$ cat src/rtl/axis_cplx_addmult_core.sv
// rtl/axis_cplx_addmult_core.sv - joined two-stream complex add/sub or mult/conj-mult core with per-output FIFOs
`timescale 1ns/1ps

// Output FIFO; writes never arrive while full because the core holds a credit per entry
module axis_cplx_addmult_fifo #(
   parameter int W    = 33,
   parameter int LOG2 = 4
) (
   input  logic         clk,
   input  logic         rst_n,
   input  logic [W-1:0] s_tdata,
   input  logic         s_tvalid,
   output logic [W-1:0] m_tdata,
   output logic         m_tvalid,
   input  logic         m_tready
);
   localparam logic [LOG2-1:0] PTR_ONE = {{(LOG2-1){1'b0}}, 1'b1};
   localparam logic [LOG2:0]   CNT_ONE = {{LOG2{1'b0}}, 1'b1};

   logic [W-1:0]    mem [0:(1<<LOG2)-1];
   logic [LOG2-1:0] wr_ptr, rd_ptr;
   logic [LOG2:0]   count;
   logic            rd;

   assign m_tvalid = (count != '0);
   assign m_tdata  = mem[rd_ptr];
   assign rd       = m_tvalid & m_tready;

   // Storage array: plain write port, no reset needed on data
   always_ff @(posedge clk) begin
      if (s_tvalid) mem[wr_ptr] <= s_tdata;
   end

   // Pointers and occupancy; simultaneous read and write keeps count unchanged
   always_ff @(posedge clk or negedge rst_n) begin
      if (!rst_n) begin
         wr_ptr <= '0;
         rd_ptr <= '0;
         count  <= '0;
      end else begin
         if (s_tvalid) wr_ptr <= wr_ptr + PTR_ONE;
         if (rd)       rd_ptr <= rd_ptr + PTR_ONE;
         if (s_tvalid && !rd)      count <= count + CNT_ONE;
         else if (!s_tvalid && rd) count <= count - CNT_ONE;
      end
   end
endmodule

// Core: join, mode latch, 3-stage arithmetic pipeline, credit-based output buffering
module axis_cplx_addmult_core #(
   parameter int SAMP_W    = 16,
   parameter int FIFO_LOG2 = 4,
   parameter int ERR_CNT_W = 16
) (
   input  logic                   ce_clk,
   input  logic                   ce_rst_n,
   input  logic                   mode,
   input  logic                   clear_err,
   input  logic [2*SAMP_W-1:0]    s_a_tdata,
   input  logic                   s_a_tlast,
   input  logic                   s_a_tvalid,
   output logic                   s_a_tready,
   input  logic [2*SAMP_W-1:0]    s_b_tdata,
   input  logic                   s_b_tlast,
   input  logic                   s_b_tvalid,
   output logic                   s_b_tready,
   output logic [2*SAMP_W-1:0]    m_0_tdata,
   output logic                   m_0_tlast,
   output logic                   m_0_tvalid,
   input  logic                   m_0_tready,
   output logic [2*SAMP_W-1:0]    m_1_tdata,
   output logic                   m_1_tlast,
   output logic                   m_1_tvalid,
   input  logic                   m_1_tready,
   output logic                   tlast_err,
   output logic [ERR_CNT_W-1:0]   err_count
);
   localparam int DW = 2*SAMP_W;
   localparam int PW = 2*SAMP_W + 1;
   localparam logic [FIFO_LOG2:0]      DEPTH   = {1'b1, {FIFO_LOG2{1'b0}}};
   localparam logic [FIFO_LOG2:0]      CR_ONE  = {{FIFO_LOG2{1'b0}}, 1'b1};
   localparam logic [ERR_CNT_W-1:0]    ERR_ONE = {{(ERR_CNT_W-1){1'b0}}, 1'b1};
   localparam logic signed [PW-1:0]    MAXV    = {{(SAMP_W+2){1'b0}}, {(SAMP_W-1){1'b1}}};
   localparam logic signed [PW-1:0]    MINV    = {{(SAMP_W+2){1'b1}}, {(SAMP_W-1){1'b0}}};
   localparam logic signed [PW-1:0]    RND     = {{(SAMP_W+2){1'b0}}, 1'b1, {(SAMP_W-2){1'b0}}};

   logic [1:0]           rst_sync;
   logic                 rst_n_i;
   logic [FIFO_LOG2:0]   inflight0, inflight1;
   logic                 space, accept, mism, pop0, pop1;
   logic                 sof, mode_lat, mode_eff;
   logic                 s1_valid, s1_last, s1_mode;
   logic [DW-1:0]        s1_a, s1_b;
   logic                 s2_valid, s2_last, s2_mode;
   logic signed [PW-1:0] s2_p0i, s2_p0q, s2_p1i, s2_p1q;
   logic signed [PW-1:0] c_p0i, c_p0q, c_p1i, c_p1q;
   logic                 s3_valid, s3_last;
   logic [DW-1:0]        s3_m0, s3_m1;
   logic signed [DW-1:0] ar_x, ai_x, br_x, bi_x, p_rr, p_ii, p_ri, p_ir;
   logic [DW:0]          f0_out, f1_out;

   function automatic logic [SAMP_W-1:0] sat_w(input logic signed [PW-1:0] v);
      if (v > MAXV) return MAXV[SAMP_W-1:0];
      if (v < MINV) return MINV[SAMP_W-1:0];
      return v[SAMP_W-1:0];
   endfunction

   function automatic logic [SAMP_W-1:0] scale(input logic md, input logic signed [PW-1:0] v);
      logic signed [PW-1:0] t;
      t = v;
      if (md) t = (v + RND) >>> (SAMP_W-1);
      return sat_w(t);
   endfunction

   // Async assert, 2-flop synchronised release of the internal reset
   always_ff @(posedge ce_clk or negedge ce_rst_n) begin
      if (!ce_rst_n) rst_sync <= 2'b00;
      else           rst_sync <= {rst_sync[0], 1'b1};
   end
   assign rst_n_i = rst_sync[1];

   assign space      = rst_n_i && (inflight0 < DEPTH) && (inflight1 < DEPTH);
   assign accept     = s_a_tvalid & s_b_tvalid & space;
   assign s_a_tready = s_b_tvalid & space;
   assign s_b_tready = s_a_tvalid & space;
   assign mism       = accept & (s_a_tlast != s_b_tlast);
   assign mode_eff   = sof ? mode : mode_lat;
   assign pop0       = m_0_tvalid & m_0_tready;
   assign pop1       = m_1_tvalid & m_1_tready;

   // Credits: one per beat in pipeline or FIFO, per output channel
   always_ff @(posedge ce_clk or negedge rst_n_i) begin
      if (!rst_n_i) begin
         inflight0 <= '0;
         inflight1 <= '0;
      end else begin
         if (accept && !pop0)      inflight0 <= inflight0 + CR_ONE;
         else if (!accept && pop0) inflight0 <= inflight0 - CR_ONE;
         if (accept && !pop1)      inflight1 <= inflight1 + CR_ONE;
         else if (!accept && pop1) inflight1 <= inflight1 - CR_ONE;
      end
   end

   // Packet framing: mode is sampled only on the first beat of a packet
   always_ff @(posedge ce_clk or negedge rst_n_i) begin
      if (!rst_n_i) begin
         sof      <= 1'b1;
         mode_lat <= 1'b0;
      end else if (accept) begin
         sof <= s_a_tlast;
         if (sof) mode_lat <= mode;
      end
   end

   // tlast mismatch pulse and saturating counter; clear wins but a same-cycle mismatch still counts
   always_ff @(posedge ce_clk or negedge rst_n_i) begin
      if (!rst_n_i) begin
         tlast_err <= 1'b0;
         err_count <= '0;
      end else begin
         tlast_err <= mism;
         if (clear_err)                    err_count <= mism ? ERR_ONE : '0;
         else if (mism && err_count != '1) err_count <= err_count + ERR_ONE;
      end
   end

   // Stage 1: register the joined beat and the mode it belongs to
   always_ff @(posedge ce_clk or negedge rst_n_i) begin
      if (!rst_n_i) begin
         s1_valid <= 1'b0;
         s1_last  <= 1'b0;
         s1_mode  <= 1'b0;
         s1_a     <= '0;
         s1_b     <= '0;
      end else begin
         s1_valid <= accept;
         if (accept) begin
            s1_last <= s_a_tlast;
            s1_mode <= mode_eff;
            s1_a    <= s_a_tdata;
            s1_b    <= s_b_tdata;
         end
      end
   end

   assign ar_x = {{SAMP_W{s1_a[DW-1]}},     s1_a[DW-1:SAMP_W]};
   assign ai_x = {{SAMP_W{s1_a[SAMP_W-1]}}, s1_a[SAMP_W-1:0]};
   assign br_x = {{SAMP_W{s1_b[DW-1]}},     s1_b[DW-1:SAMP_W]};
   assign bi_x = {{SAMP_W{s1_b[SAMP_W-1]}}, s1_b[SAMP_W-1:0]};
   assign p_rr = ar_x * br_x;
   assign p_ii = ai_x * bi_x;
   assign p_ri = ar_x * bi_x;
   assign p_ir = ai_x * br_x;

   // Full-precision pre-results; both modes share one width so the pipeline depth is mode-independent
   always_comb begin
      c_p0i = '0;
      c_p0q = '0;
      c_p1i = '0;
      c_p1q = '0;
      if (s1_mode) begin
         c_p0i = {p_rr[DW-1], p_rr} - {p_ii[DW-1], p_ii};
         c_p0q = {p_ri[DW-1], p_ri} + {p_ir[DW-1], p_ir};
         c_p1i = {p_rr[DW-1], p_rr} + {p_ii[DW-1], p_ii};
         c_p1q = {p_ir[DW-1], p_ir} - {p_ri[DW-1], p_ri};
      end else begin
         c_p0i = {ar_x[DW-1], ar_x} + {br_x[DW-1], br_x};
         c_p0q = {ai_x[DW-1], ai_x} + {bi_x[DW-1], bi_x};
         c_p1i = {ar_x[DW-1], ar_x} - {br_x[DW-1], br_x};
         c_p1q = {ai_x[DW-1], ai_x} - {bi_x[DW-1], bi_x};
      end
   end

   // Stage 2: register pre-results
   always_ff @(posedge ce_clk or negedge rst_n_i) begin
      if (!rst_n_i) begin
         s2_valid <= 1'b0;
         s2_last  <= 1'b0;
         s2_mode  <= 1'b0;
         s2_p0i   <= '0;
         s2_p0q   <= '0;
         s2_p1i   <= '0;
         s2_p1q   <= '0;
      end else begin
         s2_valid <= s1_valid;
         s2_last  <= s1_last;
         s2_mode  <= s1_mode;
         s2_p0i   <= c_p0i;
         s2_p0q   <= c_p0q;
         s2_p1i   <= c_p1i;
         s2_p1q   <= c_p1q;
      end
   end

   // Stage 3: round (products only) and saturate to SAMP_W
   always_ff @(posedge ce_clk or negedge rst_n_i) begin
      if (!rst_n_i) begin
         s3_valid <= 1'b0;
         s3_last  <= 1'b0;
         s3_m0    <= '0;
         s3_m1    <= '0;
      end else begin
         s3_valid <= s2_valid;
         s3_last  <= s2_last;
         s3_m0    <= {scale(s2_mode, s2_p0i), scale(s2_mode, s2_p0q)};
         s3_m1    <= {scale(s2_mode, s2_p1i), scale(s2_mode, s2_p1q)};
      end
   end

   axis_cplx_addmult_fifo #(.W(DW+1), .LOG2(FIFO_LOG2)) u_fifo0 (
      .clk      (ce_clk),
      .rst_n    (rst_n_i),
      .s_tdata  ({s3_last, s3_m0}),
      .s_tvalid (s3_valid),
      .m_tdata  (f0_out),
      .m_tvalid (m_0_tvalid),
      .m_tready (m_0_tready)
   );

   axis_cplx_addmult_fifo #(.W(DW+1), .LOG2(FIFO_LOG2)) u_fifo1 (
      .clk      (ce_clk),
      .rst_n    (rst_n_i),
      .s_tdata  ({s3_last, s3_m1}),
      .s_tvalid (s3_valid),
      .m_tdata  (f1_out),
      .m_tvalid (m_1_tvalid),
      .m_tready (m_1_tready)
   );

   assign m_0_tlast = f0_out[DW];
   assign m_0_tdata = f0_out[DW-1:0];
   assign m_1_tlast = f1_out[DW];
   assign m_1_tdata = f1_out[DW-1:0];
endmodule
$ cat config.mk
export PLATFORM = sky130hd
export DESIGN_NAME = axis_cplx_addmult_core
export DESIGN_NICKNAME = d
export VERILOG_FILES = /design/src/rtl/axis_cplx_addmult_core.sv
export SDC_FILE = /design/constraint.sdc
export NUM_CORES = 2
export LEC_CHECK = 0
export ABC_CLOCK_PERIOD_IN_PS = 14080
export CORE_AREA = 2 2 415 417
export DETAILED_ROUTE_END_ITERATION = 12
export DIE_AREA = 0 0 417 419
export PLACE_DENSITY = 0.83
export RECOVER_POWER = 25
export SLEW_MARGIN = 20
export SYNTH_ARGS = -nofsm -noshare
export SYNTH_HDL_FRONTEND = slang
export SYNTH_SLANG_ARGS = --single-unit
export TNS_END_PERCENT = 30
$ cat constraint.sdc
create_clock -name ce_clk -period 14.08 [get_ports ce_clk]
set_clock_uncertainty 0.2 [all_clocks]
set_input_delay 2.816 -clock ce_clk [delete_from_list [all_inputs] [get_ports ce_clk]]
set_output_delay 2.816 -clock ce_clk [all_outputs]
set_load 0.01 [all_outputs]
==> implementation parameters <==
Parameter                              Value

Job
  Total of max-cap violations ... 1

Worst setup path
  Arrival time worst endpoint ... 10.75 ns
  Crit-path slowest cell ... sky130_fd_sc_hd__clkinv_1
  FF-to-FF setup slack ... roughly 3.9 ns
  Register-to-Register Path Depth ... 30
  Crit Path Class ... flop to flop
  WP data required ... 14.62 ns
  Highest fanout seen on the critical path ... 20
  Nature of the critical path endpoint ... flop
  Delay of the slowest cell on the worst path ... between 0.9 and 1 ns
  CP most frequent cell ... sky130_fd_sc_hd__fa_1
  Start point of the critical path ... s1_a[1]$_DFFE_PN0P_
  Worst reg2reg path startpoint ... s1_a[1]$_DFFE_PN0P_
  Kind of launch point of the worst setup path ... flop

Hold path
  Instance count along the most critical hold path ... 0
  Class of the tightest hold or removal check ... flop to flop
  Beginning of the worst hold path ... rst_sync[0]$_DFF_PN0_

Route
  Vias per std cell ... just over 6
  Final antenna-violating net count ... 0
  Remaining design rule violation count ... 0
  Routed WL per cell ... 26.3 um
  DRC marker count from the first detailed-route iteration ... just under 8000
  Count of vias placed by the detailed router ... a little under 70000
  Initial DRT Pass Iterations ... 6
  Aggregate routed wire length ... 288000 um

Floorplanning
  I/O pin count ... 161
  Die Y-Extent ... 419 um
  DIE AREA ... 175000 um^2
  Chip width ... 417 um
  Number of placement rows ... 152
  Floorplan core area ... 171000 um^2
  Initial core utilization ... 59.6%

Clock network
  Buffers inserted during post-CTS setup optimization ... 0
  Number of buffers added to fix hold violations after cts ... 0
  TritonCTS buffer count ... 138
  Latest clock arrival within the worst-skew pair ... around 0.85 ns
  TritonCTS sink count ... approximately 1400
  Cts repair resizes ... 0
  Buffers from clock root to sink, at most ... 3
  Clock tree from TritonCTS ... done
  Clock transition at the registers of the reported paths ... 0.07 ns
  Master cell of the clock root buffer ... sky130_fd_sc_hd__clkbuf_16
  H-tree level count ... 4

Logic synthesis
  Number of warning messages in the yosys log ... 0
  Total nets after synthesis ... 10300
  Ys async rst share ... a little under a quarter
  Post-synthesis area per instance ... between 10 and 15 um^2
  Most used DFF post-synth ... sky130_fd_sc_hd__edfxtp_1
  Library cells used by synthesis ... 87
  Netlist Area Pre-Place ... 102000 um^2
  Register area share after synthesis ... around 39%
  Count of flip-flops with a built-in enable after synthesis ... 1056
  Cells after synthesis ... between 8000 and 9000
  Count of state elements after synthesis ... 1378

Placed design
  Hpwl dp ... 195000 um
  GP Congestion ... 0.976
  I/O Buffers ... 160

Global routing
  Largest net degree at the start of global routing ... 112
  GRT Overall Usage ... 33.6%
  Global-route wire length before repair ... 436000 um
  Remaining global-route overflow ... 0
  Number of global-route vias before repair ... 70700
  Initial antenna violation count ... 4

Status
  Violations in the final reports ... max-capacitance violations, max-slew violations
  Status ... complete, but fails checks

Timing
  Aggregate negative setup slack ... 0 ns
  Hold Slack ... 0.150 ns
  Period Utilization, post-route ... 72.5%
  Post-route minimum period ... ~10 ns
  Count of endpoints failing hold in the final timing report ... 0
  Worst Max-Slew Pin Slew ... around 1.7 ns
  Max Clk Rate ... 98.0 MHz
  Number of setup violations in the final report ... 0
  Setup repair after global routing missed its margin ... no
  Count of final max-slew check failures ... 42
  Relative slew margins ... -10.8%

Final layout
  Synthesis-to-finish area growth ... 8.64%
  Fraction of final layout cells sized beyond drive strength 1 ... 8.80%
  Final Net Count ... 10300
==> through the flow <==
stage,utilization [%],instances,setup WS [ns],instance area [um^2]
after global placement,62.0,10700,4.29,106000
after detailed placement,62.0,10700,4.11,106000
after CTS,64.7,10900,4.06,110000
after floorplan,-,8578,2.84,102000
after global routing,64.7,11000,3.44,110000
final,64.7,11000,3.87,110000
==> worst paths after layout <==
path,endpoint
setup / recovery,s2_p0q[32]$_DFF_PN0_
hold / removal,rst_sync[1]$_DFF_PN0_
setup reg to reg,s2_p0q[32]$_DFF_PN0_
hold reg to reg,rst_sync[1]$_DFF_PN0_
max in group asynchronous,s1_a[26]$_DFFE_PN0P_
min in group asynchronous,s3_m1[22]$_DFF_PN0_
==> critical path: cells and delay by family, from the launching register on <==
family,cells,cell delay (ns)
buf+inv,4,1.32
fa+ha+maj,8,3.41
xor+xnor,1,0.52
simple gates,2,0.56
flops,1,0.32
compound gates,15,3.79
==> cell families after synthesis <==
logic type,after synthesis,synth area share (%)
AO/OA/AOI/OAI,1023,6.25
XOR/XNOR,393,3.39
adder cells (fa/ha/maj),1613,27.7
buffers and inverters,1778,6.58
flip-flops,1378,39.1
multiplexers,346,7.48
other,1,0.00369
AND/OR/NAND/NOR,2046,9.51
==> layout make-up <==
class,instances,area [um^2]
multi-input cells,5422,55400
repair buffers,288,2590
well taps,2233,2790
inverters,1378,5170
clock buffers,190,3960
clock inverters,62,678
flip-flops and latches,1378,39800
fillers,12100,60100
diodes,6,15.0
==> layer usage <==
| layer | part of all wire, % | GRT usage [%] | vias up |
|---|---|---|---|
| met5 | 0.015 | 0 | - |
| met4 | 6.8 | 19.5 | 6 |
| met3 | 9.6 | 6.66 | 813 |
| met2 | 47 | 53.4 | 4105 |
| met1 | 36 | 43.3 | 34800 |
| li1 | - | - | 28600 |
==> registers in the layout, indices dropped and copies added (netlist names), 5 cells and up <==
signal / count
s2_p1q: 33
u_fifo1.count: 5
s2_p0q: 32
s1_b: 32
inflight0: 5
s1_a: 32
err_count: 16
s2_p1i: 33
s2_p0i: 32
u_fifo1.mem: 528
inflight1: 5
s3_m0: 32
u_fifo0.mem: 528
s3_m1: 32
u_fifo0.count: 5
==> cell usage after synthesis (all sizes together), types with 69 or more instances <==
library cell | count | area [um^2]
edfxtp | 1056 | 31700
nand2 | 803 | 3010
and2 | 385 | 2410
dfrtp | 321 | 8030
a21oi | 303 | 1520
o21ai | 309 | 1550
a21o | 108 | 811
ha | 553 | 6920
inv | 1371 | 5150
fa | 1060 | 21200
clkbuf | 334 | 1260
nor2 | 392 | 1470
nand2b | 69 | 432
xor2 | 105 | 920
nand3 | 87 | 435
xnor2 | 288 | 2520
mux4 | 330 | 7430
nor3 | 74 | 370
==> cell usage in the layout (no fill, tap or decap), types with 20 or more instances in the layout <==
master / n
sky130_fd_sc_hd__o21bai_1: 56
sky130_fd_sc_hd__dfrtp_1: 304
sky130_fd_sc_hd__xnor2_1: 288
sky130_fd_sc_hd__edfxtp_1: 1056
sky130_fd_sc_hd__nand4_1: 39
sky130_fd_sc_hd__mux4_2: 330
sky130_fd_sc_hd__nor2_4: 24
sky130_fd_sc_hd__inv_1: 1369
sky130_fd_sc_hd__nor2b_1: 47
sky130_fd_sc_hd__a211oi_1: 23
sky130_fd_sc_hd__o21a_1: 25
sky130_fd_sc_hd__xor2_1: 105
sky130_fd_sc_hd__clkinv_2: 20
sky130_fd_sc_hd__and3_1: 34
sky130_fd_sc_hd__o21ai_0: 301
sky130_fd_sc_hd__a21o_1: 108
sky130_fd_sc_hd__nand2_1: 803
sky130_fd_sc_hd__clkbuf_16: 144
sky130_fd_sc_hd__a21oi_1: 301
sky130_fd_sc_hd__nand2b_1: 69
sky130_fd_sc_hd__nor3_1: 66
sky130_fd_sc_hd__buf_4: 124
sky130_fd_sc_hd__clkdlybuf4s50_1: 160
sky130_fd_sc_hd__and2_1: 384
sky130_fd_sc_hd__nor4_1: 38
sky130_fd_sc_hd__nand3_1: 87
sky130_fd_sc_hd__a31oi_1: 29
sky130_fd_sc_hd__or3_1: 36
sky130_fd_sc_hd__ha_1: 553
sky130_fd_sc_hd__nor2_1: 367
sky130_fd_sc_hd__fa_1: 1060
sky130_fd_sc_hd__clkinv_1: 20
sky130_fd_sc_hd__clkbuf_1: 28
Power is not shown: default switching activity piles up to over one toggle a cycle in this logic, so the estimate is an artifact.
